`src/rtl/sub_pkg.sv`:
```
// rtl/sub_pkg.sv - shared width constants and stage payload types for pipelined_subtractor
package sub_pkg;

  localparam int WIDTH = 8;
  localparam int HALF  = WIDTH / 2;

  // Stage-1 payload: low-half difference plus the untouched upper halves
  typedef struct packed {
    logic [HALF-1:0] d_lo;
    logic [HALF-1:0] a_hi;
    logic [HALF-1:0] b_hi;
    logic            b1;
  } s1_t;

  typedef struct packed {
    logic [WIDTH-1:0] result;
    logic             borrow;
  } res_t;

endpackage

```
`src/rtl/half_sub_stage.sv`:
```
// rtl/half_sub_stage.sv - combinational HALF-bit subtract with borrow in and borrow out
module half_sub_stage
  import sub_pkg::*;
(
  input  logic [HALF-1:0] a,
  input  logic [HALF-1:0] b,
  input  logic            bin,
  output logic [HALF-1:0] d,
  output logic            bout
);

  // One extra bit holds the sign of a - b - bin, which is exactly the borrow-out
  assign {bout, d} = {1'b0, a} - {1'b0, b} - {{HALF{1'b0}}, bin};

endmodule

```
`src/rtl/pipelined_subtractor.sv`:
```
// rtl/pipelined_subtractor.sv - two-stage op1 - op2 with borrow and valid/ready handshakes
// Optional SUB_SATURATE_EN clamps the result to 0 whenever the subtraction borrows.
module pipelined_subtractor
  import sub_pkg::*;
(
  input  logic             clk,
  input  logic             rst_n,
  input  logic             in_valid,
  output logic             in_ready,
  input  logic [WIDTH-1:0] op1,
  input  logic [WIDTH-1:0] op2,
  output logic             out_valid,
  input  logic             out_ready,
  output logic [WIDTH-1:0] result,
  output logic             borrow
);

  logic            s1_valid;
  s1_t             s1_q;
  s1_t             s1_d;
  res_t            res_q;
  res_t            res_d;
  logic            s2_ready;
  logic            s1_adv;
  logic            in_xfer;
  logic            out_xfer;
  logic [HALF-1:0] lo_d;
  logic            lo_b;
  logic [HALF-1:0] hi_d;
  logic            hi_b;

  assign s2_ready = ~out_valid | out_ready;
  assign s1_adv   = s1_valid & s2_ready;
  assign in_ready = ~s1_valid | s2_ready;
  assign in_xfer  = in_valid & in_ready;
  assign out_xfer = out_valid & out_ready;

  half_sub_stage u_lo (
    .a    (op1[HALF-1:0]),
    .b    (op2[HALF-1:0]),
    .bin  (1'b0),
    .d    (lo_d),
    .bout (lo_b)
  );

  half_sub_stage u_hi (
    .a    (s1_q.a_hi),
    .b    (s1_q.b_hi),
    .bin  (s1_q.b1),
    .d    (hi_d),
    .bout (hi_b)
  );

  always_comb begin
    s1_d      = '0;
    s1_d.d_lo = lo_d;
    s1_d.a_hi = op1[WIDTH-1:HALF];
    s1_d.b_hi = op2[WIDTH-1:HALF];
    s1_d.b1   = lo_b;
  end

  always_comb begin
    res_d        = '0;
    res_d.result = {hi_d, s1_q.d_lo};
    res_d.borrow = hi_b;
`ifdef SUB_SATURATE_EN
    if (hi_b) begin
      res_d.result = '0;
    end
`endif
  end

  // Operands only enter state on a real input transfer, so idle X never reaches s1_q
  always_ff @(posedge clk or negedge rst_n) begin
    if (!rst_n) begin
      s1_valid <= 1'b0;
      s1_q     <= '0;
    end else if (in_xfer) begin
      s1_valid <= 1'b1;
      s1_q     <= s1_d;
    end else if (s1_adv) begin
      s1_valid <= 1'b0;
    end
  end

  always_ff @(posedge clk or negedge rst_n) begin
    if (!rst_n) begin
      out_valid <= 1'b0;
      res_q     <= '0;
    end else if (s1_adv) begin
      out_valid <= 1'b1;
      res_q     <= res_d;
    end else if (out_xfer) begin
      out_valid <= 1'b0;
    end
  end

  assign result = res_q.result;
  assign borrow = res_q.borrow;

endmodule

```
`config.mk`:
```
export PLATFORM = sky130hd
export DESIGN_NAME = pipelined_subtractor
export DESIGN_NICKNAME = d
export VERILOG_FILES = /design/src/rtl/sub_pkg.sv /design/src/rtl/half_sub_stage.sv /design/src/rtl/pipelined_subtractor.sv
export SDC_FILE = /design/constraint.sdc
export NUM_CORES = 1
export LEC_CHECK = 0
export CORE_MARGIN = 4
export CORE_UTILIZATION = 40
export DETAILED_ROUTE_END_ITERATION = 10
export GPL_TIMING_DRIVEN = 0
export HOLD_SLACK_MARGIN = 0.03
export PLACE_DENSITY = 0.76
export SYNTH_ARGS = -nofsm -noshare
export SYNTH_HDL_FRONTEND = slang
export SYNTH_SLANG_ARGS = --single-unit
```
`constraint.sdc`:
```
create_clock -name clk -period 3.5 [get_ports clk]
set_clock_uncertainty 0.2 [all_clocks]
set_input_delay 0.875 -clock clk [delete_from_list [all_inputs] [get_ports clk]]
set_output_delay 0.875 -clock clk [all_outputs]
set_load 0.01 [all_outputs]
```
==> flow_summary.yaml, run 1 <==
sta:
  worst_pin_slew_ns: 1.019
  period_share: 0.8874
  fin_ws_ns: 0.3940
  setup_violations: 0
  period_minus_slack_ns: 3.106
  tns_ns: 0
  hold_viol: 0
  fmax_ghz: 0.3220
  fin_hold_ws_ns: 0.2917
  final-max-slew-violation-count: 0
  rsz0062_at_grt: "false"
  relSlewSlack: 0.3186
placement:
  gp_congestion: 0.7535
  pre_cts_slack_ns: 0.3826
  dpl_cell_area_um2: 1618
  dpl.hpwl_mm: 1.749
  portBuffers: 30
floorplan:
  die_height_um: 64.18
  rows: 20
  start_util: 0.4169
  pin_count: 31
  die_area_um2: 4119
  core_area_um2: 3028
  die_x_um: 64.18
synthesis:
  ys_types: 23
  ys_seq_elements: 24
  synth_nets: 137
  ys_seq_area_frac: 0.4757
  ys_warn_count: 0
  synthesis.instances: 104
  synth_area_um2: 1262
  syn_area_per_cell_um2: 12.14
pwr:
  power.leakage_nw: 0.7597
  power_w: 0.0008674
  powerDensity_nw_per_um2: 524.4
  ir_drop_mv: 0.2087
finish:
  design_area_um2: 1654
  nNetsFinal: 172
  drive_gt1_frac: 0.1812
  area_delta_synth_final_pct: 31.02
  num_antenna_cells: 0
clock_tree:
  cts_buffers: 3
  cts.sinks: 24
  cts_max_level: 1
  cts_resized: 0
  cts_setup_buffers: 0
  cts_tree: "done"
  cts.clk_slew.worst_paths_ns: 0.13
  cts-root-buf: "clkbuf_4"
  clk-insertion-delay-late_ns: 0.30
  postCtsHoldBufs: 0
  clockBufferDepth: 2
global_routing:
  grt_pass1_wl_mm: 3.912
  grt_max_degree: 25
  grtUsageTotal: 0.1175
  overflow: 0
  antenna_found_initial: 0
  grt_pass1_vias: 926
detailed_routing:
  drt-pass1-iter-count: 2
  vias: 829
  drtAntennaViolNets: 0
  vias_per_cell: 4.555
  wirelength_mm: 2.098
  drt-initial-drc-count: 10
  wl_per_cell_um: 11.53
  drc_errors: 0
setup_path:
  cp_max_fo: 3
  start_kind: "primary input"
  critical_path_required_ns: 2.42
  worstPathArrival_ns: 2.03
  worstSetupPathType: "primary input to primary output"
  critPathCaptureType: "primary output"
run:
  max_cap_violations: 0
min_path:
  min_path_type: "flip-flop to flip-flop"
run_status:
  status: "finished clean"
-- final cells by class --
class | instances | area [um^2]
Buffer | 2 | 22.52
Clock buffer | 4 | 36.28
Fill cell | 273 | 1374
Inverter | 13 | 48.80
Multi-Input combinational cell | 65 | 590.6
Sequential cell | 24 | 600.6
Tap cell | 44 | 55.05
Timing Repair Buffer | 30 | 300.3
-- cells in the final DEF (no fill, tap or decap), drive strengths merged --
| master | Yosys | layout |
|---|---|---|
| buf | 2 | 2 |
| ha | 10 | 10 |
| o21ai | 10 | 10 |
| mux2 | 13 | 13 |
| dfrtp | 24 | 24 |
| inv | 13 | 13 |
| fa | 3 | 3 |
| xnor2 | 5 | 5 |
| o21a | 1 | 1 |
| xor2 | 1 | 1 |
| o31ai | 1 | 1 |
| or2b | 1 | 1 |
| nand2 | 12 | 12 |
| nand3b | 2 | 2 |
| a21oi | 2 | 2 |
| clkbuf | 0 | 4 |
| nor2b | 1 | 1 |
| clkdlybuf4s50 | 0 | 30 |
| nand2b | 3 | 3 |
-- synthesized netlist by cell type, drive strengths merged --
cell type  number  area share
o31ai           1      0.0099
xnor2           5       0.035
nor2b           1      0.0050
or2b            1      0.0069
nand3b          2       0.022
nand2b          3       0.017
o21a            1      0.0059
nand2          12       0.044
a21oi           2      0.0079
ha             10       0.099
buf             2       0.018
inv            13       0.039
o21ai          10       0.040
dfrtp          24        0.48
xor2            1      0.0069
mux2           13        0.12
fa              3       0.048
-- state kept, by name (all words and copies together), names as in the netlist --
name and count:
borrow 1, out_valid 1, res_d 4, result 8, s1_q 9, s1_valid 1
-- layer usage --
| metal | share of wire | wire length (um) | vias up | track usage |
|---|---|---|---|---|
| li1 | - | - | 409 | - |
| met1 | 0.44 | 917 | 398 | 0.1364 |
| met2 | 0.50 | 1054 | 20 | 0.2142 |
| met3 | 0.051 | 107 | 2 | 0.03339 |
| met4 | 0.0081 | 17 | 0 | 0.02375 |
| met5 | 0 | 0 | - | 0 |
-- cell families after synthesis --
family	share of synthesized area
xor gates and xnor gates	0.04163
adders and majority gates	0.1467
buffers and inverters	0.05649
DFF	0.4757
and+or+nand+nor	0.09417
muxes	0.1219
AOI/OAI and AO/OA	0.06342
-- where the power goes --
part	switching (W)	internal [W]
clock network	0.0000767	0.0000634
logic	0.000137	0.000205
registers	0.0000405	0.000346
total	0.000254	0.000614
-- worst paths after layout --
kind,startpoint,endpoint,slack [ns],cells past startpoint
setup / recovery,out_ready,in_ready,0.39,3
hold / removal,borrow,borrow,0.29,2
setup reg to reg,s1_q[1],borrow,1.32,7
hold reg to reg,borrow,borrow,0.29,2
max in group asynchronous,rst_n,result[3],1.57,1
min in group asynchronous,rst_n,borrow,0.92,1
-- worst max-delay path, stage by stage --
cell             delay [ns]
clkdlybuf4s50_1        0.47
nand3b_4               0.15
clkdlybuf4s50_1        0.54
-- stage by stage --
step | std cells | utilization
4_1_cts | 182 | 0.5463
3_5_place_dp | 178 | 0.5343
6_report | 182 | 0.5463
2_1_floorplan | 104 | -
5_1_grt | 182 | 0.5463
3_3_place_gp | 178 | 0.5343
No activity file was read; power rests on OpenSTA's default activity.
==> inputs of run 2 (changes only) <==
--- a/config.mk
+++ b/config.mk
@@ -5,6 +5,7 @@
 export SDC_FILE = /design/constraint.sdc
 export NUM_CORES = 1
 export LEC_CHECK = 0
+export ABC_CLOCK_PERIOD_IN_PS = 3500
 export CORE_MARGIN = 4
 export CORE_UTILIZATION = 40
 export DETAILED_ROUTE_END_ITERATION = 10
==> results of run 2 <==
Same layout as run 1: the final DEF is identical, and so are final timing and power.
